===== config.mk =====
export PLATFORM = sky130hd
export DESIGN_NAME = fetch_sequencer_flat
export DESIGN_NICKNAME = d
export VERILOG_FILES = /design/src/rtl/fetch_sequencer_pkg.sv /design/src/rtl/fetch_sequencer_if.sv /design/src/rtl/fetch_sequencer_queue.sv /design/src/rtl/fetch_sequencer.sv /design/src/flat_wrapper.sv
export SDC_FILE = /design/constraint.sdc
export NUM_CORES = 1
export LEC_CHECK = 0
export CORE_MARGIN = 1.5
export CORE_UTILIZATION = 55
export CTS_CLUSTER_DIAMETER = 50
export DETAILED_ROUTE_END_ITERATION = 8
export PLACE_DENSITY_LB_ADDON = 0.12
export REMOVE_ABC_BUFFERS = 1
export SLEW_MARGIN = 10
export SYNTH_ARGS = -nofsm -noshare
export SYNTH_HDL_FRONTEND = slang
export SYNTH_SLANG_ARGS = --single-unit

===== constraint.sdc =====
create_clock -name clk -period 11.9 [get_ports clk]
set_input_delay 2.38 -clock clk [delete_from_list [all_inputs] [get_ports clk]]
set_output_delay 2.38 -clock clk [all_outputs]
set_load 0.01 [all_outputs]

===== src/rtl/fetch_sequencer_pkg.sv =====
//------------------------------------------------------------------------------
// fetch_pkg : shared types and constants for the fetch sequencer slice
// Rev 1.0
//------------------------------------------------------------------------------
`default_nettype none

package fetch_pkg;

  typedef enum logic [1:0] {
    RUN   = 2'd0,
    DRAIN = 2'd1,
    HALT  = 2'd2
  } fetch_state_t;

  typedef struct packed {
    logic [31:0] pc;
    logic [31:0] instr;
  } fetch_entry_t;

  localparam logic [31:0] INSTR_NOP = 32'h0000_0013;

endpackage

`default_nettype wire


===== src/rtl/fetch_sequencer_if.sv =====
//------------------------------------------------------------------------------
// fetch_sequencer_if : imem, decode, redirect and halt signals of the fetch unit
// Rev 1.0   (FETCH_PERF_CNT_EN adds the performance counter signals)
//------------------------------------------------------------------------------
`default_nettype none

interface fetch_sequencer_if #(
  parameter int ADDR_W = 8
);
  logic [ADDR_W-1:0] imem_addr;
  logic [31:0]       imem_rdata;
  logic              out_valid;
  logic              out_ready;
  logic [31:0]       out_instr;
  logic [31:0]       out_pc;
  logic              redirect_valid;
  logic [31:0]       redirect_pc;
  logic              halt_req;
  logic              halted;
  logic              misalign_err;
`ifdef FETCH_PERF_CNT_EN
  logic [31:0]       perf_fetched;
  logic [31:0]       perf_stall;

  modport master (
    output imem_addr, out_valid, out_instr, out_pc, halted, misalign_err,
           perf_fetched, perf_stall,
    input  imem_rdata, out_ready, redirect_valid, redirect_pc, halt_req
  );

  modport slave (
    input  imem_addr, out_valid, out_instr, out_pc, halted, misalign_err,
           perf_fetched, perf_stall,
    output imem_rdata, out_ready, redirect_valid, redirect_pc, halt_req
  );
`else
  modport master (
    output imem_addr, out_valid, out_instr, out_pc, halted, misalign_err,
    input  imem_rdata, out_ready, redirect_valid, redirect_pc, halt_req
  );

  modport slave (
    input  imem_addr, out_valid, out_instr, out_pc, halted, misalign_err,
    output imem_rdata, out_ready, redirect_valid, redirect_pc, halt_req
  );
`endif

endinterface

`default_nettype wire


===== src/rtl/fetch_sequencer_queue.sv =====
//------------------------------------------------------------------------------
// fetch_queue : QDEPTH-entry prefetch FIFO (QDEPTH 2 or 4) with flush
// Rev 1.0
//------------------------------------------------------------------------------
`default_nettype none

module fetch_queue
  import fetch_pkg::*;
#(
  parameter int QDEPTH = 2
) (
  input  wire          clk,
  input  wire          reset,
  input  wire          i_push,
  input  fetch_entry_t i_push_data,
  input  wire          i_pop,
  input  wire          i_flush,
  output fetch_entry_t o_head,
  output logic         o_full,
  output logic         o_empty
);

  localparam int               c_PTR_W = $clog2(QDEPTH);
  localparam logic [c_PTR_W-1:0] c_PTR_ONE = c_PTR_W'(1);
  localparam logic [c_PTR_W:0]   c_CNT_ONE = (c_PTR_W + 1)'(1);
  localparam logic [c_PTR_W:0]   c_FULL    = (c_PTR_W + 1)'(QDEPTH);

  fetch_entry_t       r_mem [QDEPTH];
  logic [c_PTR_W-1:0] r_rd_ptr;
  logic [c_PTR_W-1:0] r_wr_ptr;
  logic [c_PTR_W:0]   r_count;

  always_ff @(posedge clk) begin
    if (i_push && !i_flush) begin
      r_mem[r_wr_ptr] <= i_push_data;
    end
  end

  // Power-of-two depth lets the pointers wrap by plain overflow.
  always_ff @(posedge clk) begin
    if (reset || i_flush) begin
      r_rd_ptr <= '0;
      r_wr_ptr <= '0;
      r_count  <= '0;
    end else begin
      if (i_push) begin
        r_wr_ptr <= r_wr_ptr + c_PTR_ONE;
      end
      if (i_pop) begin
        r_rd_ptr <= r_rd_ptr + c_PTR_ONE;
      end
      case ({i_push, i_pop})
        2'b10:   r_count <= r_count + c_CNT_ONE;
        2'b01:   r_count <= r_count - c_CNT_ONE;
        default: r_count <= r_count;
      endcase
    end
  end

  assign o_empty = (r_count == '0);
  assign o_full  = (r_count == c_FULL);
  assign o_head  = o_empty ? '0 : r_mem[r_rd_ptr];

endmodule

`default_nettype wire


===== src/rtl/fetch_sequencer.sv =====
//------------------------------------------------------------------------------
// fetch_sequencer : PC, prefetch queue, redirect and halt control for fetch
// Rev 1.0   (optional counters enabled by FETCH_PERF_CNT_EN)
//------------------------------------------------------------------------------
`default_nettype none

module fetch_sequencer
  import fetch_pkg::*;
#(
  parameter logic [31:0] RESET_PC = 32'h0000_0000,
  parameter int          ADDR_W   = 8,
  parameter int          QDEPTH   = 2
) (
  input  wire                clk,
  input  wire                reset,
  fetch_sequencer_if.master  bus
);

  fetch_state_t r_state;
  logic         r_halted;
  logic         r_misalign;
  logic [31:0]  r_pc;

  fetch_entry_t w_head;
  fetch_entry_t w_push_data;
  logic         w_full;
  logic         w_empty;
  logic         w_pop;
  logic         w_fetch;

  // A redirect voids any pop in the same cycle: the head is flushed instead.
  assign w_pop   = !w_empty && bus.out_ready && !bus.redirect_valid;
  assign w_fetch = (r_state == RUN) && !bus.redirect_valid && (!w_full || w_pop);
  assign w_push_data = '{pc: r_pc, instr: bus.imem_rdata};

  fetch_queue #(
    .QDEPTH (QDEPTH)
  ) u_queue (
    .clk         (clk),
    .reset       (reset),
    .i_push      (w_fetch),
    .i_push_data (w_push_data),
    .i_pop       (w_pop),
    .i_flush     (bus.redirect_valid),
    .o_head      (w_head),
    .o_full      (w_full),
    .o_empty     (w_empty)
  );

  always_ff @(posedge clk) begin
    if (reset) begin
      r_state    <= RUN;
      r_halted   <= 1'b0;
      r_misalign <= 1'b0;
      r_pc       <= RESET_PC;
    end else begin
      if (bus.redirect_valid) begin
        r_pc <= {bus.redirect_pc[31:2], 2'b00};
        if (bus.redirect_pc[1:0] != 2'b00) begin
          r_misalign <= 1'b1;
        end
      end else if (w_fetch) begin
        r_pc <= r_pc + 32'd4;
      end

      case (r_state)
        RUN: begin
          if (bus.halt_req) begin
            r_state <= DRAIN;
          end
        end
        DRAIN: begin
          if (!bus.halt_req) begin
            r_state <= RUN;
          end else if (w_empty) begin
            r_state  <= HALT;
            r_halted <= 1'b1;
          end
        end
        HALT: begin
          if (!bus.halt_req) begin
            r_state  <= RUN;
            r_halted <= 1'b0;
          end
        end
        default: begin
          r_state  <= RUN;
          r_halted <= 1'b0;
        end
      endcase
    end
  end

  assign bus.imem_addr    = r_pc[ADDR_W+1:2];
  assign bus.out_valid    = !w_empty;
  assign bus.out_instr    = w_head.instr;
  assign bus.out_pc       = w_head.pc;
  assign bus.halted       = r_halted;
  assign bus.misalign_err = r_misalign;

`ifdef FETCH_PERF_CNT_EN
  logic [31:0] r_perf_fetched;
  logic [31:0] r_perf_stall;

  always_ff @(posedge clk) begin
    if (reset) begin
      r_perf_fetched <= '0;
      r_perf_stall   <= '0;
    end else begin
      if (w_fetch && (r_perf_fetched != '1)) begin
        r_perf_fetched <= r_perf_fetched + 32'd1;
      end
      if (w_full && !w_pop && (r_perf_stall != '1)) begin
        r_perf_stall <= r_perf_stall + 32'd1;
      end
    end
  end

  assign bus.perf_fetched = r_perf_fetched;
  assign bus.perf_stall   = r_perf_stall;
`endif

endmodule

`default_nettype wire


===== src/flat_wrapper.sv =====
// flat-port wrapper written by rule: the top's interface ports become plain ports
module fetch_sequencer_flat import fetch_pkg::*;
#(
  parameter logic [31:0] RESET_PC = 32'h0000_0000,
  parameter int          ADDR_W   = 8,
  parameter int          QDEPTH   = 2
)
  (clk, reset, bus_imem_addr, bus_out_valid, bus_out_instr, bus_out_pc, bus_halted, bus_misalign_err, bus_imem_rdata, bus_out_ready, bus_redirect_valid, bus_redirect_pc, bus_halt_req);
  fetch_sequencer_if #(.ADDR_W(ADDR_W)) bus_i ();
  input  wire clk;
  input  wire reset;
  output wire logic [$bits(bus_i.imem_addr)-1:0] bus_imem_addr;
  output wire logic [$bits(bus_i.out_valid)-1:0] bus_out_valid;
  output wire logic [$bits(bus_i.out_instr)-1:0] bus_out_instr;
  output wire logic [$bits(bus_i.out_pc)-1:0] bus_out_pc;
  output wire logic [$bits(bus_i.halted)-1:0] bus_halted;
  output wire logic [$bits(bus_i.misalign_err)-1:0] bus_misalign_err;
  input wire logic [$bits(bus_i.imem_rdata)-1:0] bus_imem_rdata;
  input wire logic [$bits(bus_i.out_ready)-1:0] bus_out_ready;
  input wire logic [$bits(bus_i.redirect_valid)-1:0] bus_redirect_valid;
  input wire logic [$bits(bus_i.redirect_pc)-1:0] bus_redirect_pc;
  input wire logic [$bits(bus_i.halt_req)-1:0] bus_halt_req;
  assign bus_imem_addr = bus_i.imem_addr;
  assign bus_out_valid = bus_i.out_valid;
  assign bus_out_instr = bus_i.out_instr;
  assign bus_out_pc = bus_i.out_pc;
  assign bus_halted = bus_i.halted;
  assign bus_misalign_err = bus_i.misalign_err;
  assign bus_i.imem_rdata = bus_imem_rdata;
  assign bus_i.out_ready = bus_out_ready;
  assign bus_i.redirect_valid = bus_redirect_valid;
  assign bus_i.redirect_pc = bus_redirect_pc;
  assign bus_i.halt_req = bus_halt_req;
  fetch_sequencer #(.RESET_PC(RESET_PC), .ADDR_W(ADDR_W), .QDEPTH(QDEPTH)) u_core (.clk(clk), .reset(reset), .bus(bus_i));
endmodule

==> results.py <==
metrics = {
    "clock_network": {
        "cts_tree": "done",
        "htreeDepth": 4,
        "ctsHoldBuffers": 0,
        "cts_made_buffers": 17,
        "clk-insertion-delay-late_ns": 0.42,
        "clkTransAtPathRegs_ns": 0.06,
        "cts-root-buf": "clkbuf_16",
        "cts_resized": 0,
        "cts_max_path_buffers": 2,
        "postCtsSetupBuffers": 0,
        "clkSinkCount": 163,
    },
    "drt": {
        "routed-wl-met3_um": 743,
        "top_layer": "met4",
        "ant_nets": 0,
        "met2WireLength_um": 7570,
        "routed_wl_um": 14800,
        "dr.pass1.iters": 4,
        "routed_via_density": 5.43,
        "drc_errors": 0,
        "avgRoutedWirePerCell_um": 17.5,
        "wl_met1_um": 6150,
        "via_count": 4586,
        "drt-initial-drc-count": 377,
    },
    "floorplan": {
        "rows": 40,
        "design.die.area_um2": 13100,
        "initial_core_util": 0.568,
        "coreArea_um2": 12100,
        "io_pins": 144,
        "chipHeight_um": 115,
        "die_x_um": 115,
    },
    "critical_path": {
        "start_kind": "register",
        "arrival_ns": 2.50,
        "reg2reg_from": "u_core.u_queue.r_count[1]$_SDFFE_PP0P_",
        "worstSetupPathType": "register to output port",
        "endpoint_kind": "output port",
        "cp.required_ns": 9.52,
        "rrSetupSlack_ns": 9.39,
        "cp_max_fo": 62,
    },
    "grt": {
        "grt_max_degree": 68,
        "grt.overflow.total": 0,
        "grtUsageTotal": 0.237,
        "grt_pass1_wl_um": 23300,
        "grt_pass1_vias": 4609,
        "grt_antenna_before_repair": 0,
    },
    "cells_and_area": {
        "area_delta_synth_final_pct": 31.3,
        "instances_no_fill": 844,
        "finalNetCount": 734,
        "layout-drive-gt1-share": 0.0769,
        "num_antenna_cells": 0,
        "final_util": 0.745,
    },
    "sta": {
        "slew_headroom": 0.249,
        "layout_min_cycle_time_ns": 4.88,
        "finalHoldViolCount": 0,
        "max_freq_mhz": 205,
        "rsz0062_at_grt": "false",
        "drv_slew": 0,
        "finalCritPeriodShare": 0.410,
        "finClkSkew_ns": 0.00670,
        "tightest_slew_ns": 1.13,
        "tns_ns": 0,
        "setup_viol": 0,
    },
    "synthesis": {
        "yosys_warnings": 0,
        "netlist_area_um2": 6850,
        "synth_edf_count": 124,
        "syn-instance-count": 536,
        "avgSynthCellArea_um2": 12.8,
        "ys_seq_elements": 163,
        "ys_types": 43,
        "async_reset_ff_frac": 0,
        "yosys_most_used_dff": "edfxtp_1",
        "seq_area_frac_synth": 0.658,
    },
    "place": {
        "gp_congestion": 0.820,
        "hpwl_um": 9350,
        "portBuffers": 141,
        "place_inst": 813,
    },
    "flow_run": {
        "maxCapViolations": 0,
    },
    "status": {
        "status": "finished clean",
    },
    "pwr": {
        "p_leak_nw": 2.95,
        "ir_drop_mv": 0.0943,
        "p_per_area_nw_per_um2": 154,
    },
    "worst_hold_path": {
        "min-delay-start": "u_core.bus.misalign_err$_SDFFE_PP0P_",
        "min_path_type": "register to register",
    },
}
flip-flops by register name, indices dropped and copies added (netlist names), named ones only:
register                 cells
u_core.bus.misalign_err      1
u_core.u_queue.r_count       2
u_core.bus.halted            1
u_core.u_queue.r_mem       124
u_core.r_state               2
u_core.u_queue.r_rd_ptr      1
u_core.r_pc                 30
u_core.u_queue.r_wr_ptr      1
cells in the mapped netlist, types with 2 or more instances:
cell type / count / area [um2]
and2_1: 6 / 37.5
a311oi_1: 2 / 17.5
xor2_1: 14 / 123
nor4_1: 3 / 18.8
and3_1: 7 / 43.8
nand3_1: 13 / 65.1
nand4_1: 15 / 93.8
xnor2_1: 15 / 131
edfxtp_1: 124 / 3720
nand2_1: 27 / 101
o22ai_1: 4 / 25.0
dfxtp_1: 39 / 781
a211oi_1: 16 / 120
clkbuf_1: 20 / 75.1
a2bb2oi_1: 2 / 17.5
buf_1: 9 / 33.8
a31oi_1: 3 / 18.8
nor2_1: 89 / 334
nor4_2: 2 / 25.0
o21ai_0: 2 / 10.0
mux2i_1: 63 / 631
nand2b_1: 2 / 12.5
and4_1: 4 / 35.0
nor3_1: 11 / 55.1
inv_1: 4 / 15.0
buf_4: 10 / 75.1
a21oi_1: 13 / 65.1
nand3_2: 2 / 20.0
per-stage QoR:
step	area (um2)	hold WS [ns]	setup WS, ns	power [mW]
floorplan	6670	0.460	4.39	0.738
global placement	8350	0.438	6.72	0.807
detailed placement	8350	0.453	6.63	0.812
CTS	8990	0.465	7.00	1.39
global route	8990	0.492	6.90	1.43
finish	8990	0.455	7.02	1.39
path summary, 6_finish.rpt:
kind                            depth (start not counted)                                     to
worst min register to register                          2   u_core.bus.misalign_err$_SDFFE_PP0P_
worst min-delay path                                    2   u_core.bus.misalign_err$_SDFFE_PP0P_
worst max register to register                          4  u_core.u_queue.r_mem[1][29]$_DFFE_PP_
worst max-delay path                                    3                      bus_out_instr[26]
where the power goes:
group	leakage, nW	internal, mW	total (mW)	switching (mW)
clock network	0.304	0.360	0.586	0.226
registers	1.49	0.648	0.671	0.0224
logic	1.15	0.0672	0.130	0.0623
total	2.95	1.07	1.39	0.311
layer usage:
layer / track usage / vias to the layer above
li1: - / 2207
met3: 0.0635 / 24
met2: 0.407 / 137
met4: 0.0833 / 0
met1: 0.289 / 2218
met5: 0 / -
layout by cell type, fill, tap and decap left out, drive strengths merged, types with 2 or more instances in the layout:
master / n
a211oi: 17
a21oi: 13
a2bb2oi: 2
a311oi: 2
a31oi: 3
and2: 6
and3: 8
and4: 4
buf: 6
bufinv: 4
clkbuf: 18
clkdlybuf4s50: 141
clkinv: 2
clkinvlp: 2
conb: 2
dfxtp: 39
edfxtp: 124
inv: 9
mux2i: 63
nand2: 27
nand2b: 2
nand3: 15
nand4: 15
nor2: 89
nor3: 11
nor4: 6
o21ai: 2
o22ai: 4
xnor2: 15
xor2: 14
critical path, cell delays in order, from the launching register on:
cell and delay, ns:
dfxtp_4 1.02, mux2i_1 0.23, nor2_1 0.14, clkdlybuf4s50_1 0.55
kinds of logic (layout without fill, tap and decap cells):
family	count (synthesis)	after routing	synth area share
flops	163	163	0.658
other cells	1	2	0.000548
xor+xnor	29	29	0.0371
simple gates	190	190	0.135
fa+ha+maj	1	1	0.00183
buf+inv	43	182	0.0291
mux	64	64	0.0937
compound gates	45	45	0.0444
layout make-up:
cell class                 count  area, um2
inverter                       4       15.0
sequential                   163       4510
clock inverter                13        196
clock buffer                  18        439
tap                          168        210
fill                         791       3080
timing repair buffer         147       1460
multi-input combinational    331       2160
Note: power is estimated with default switching activity, not from simulation.
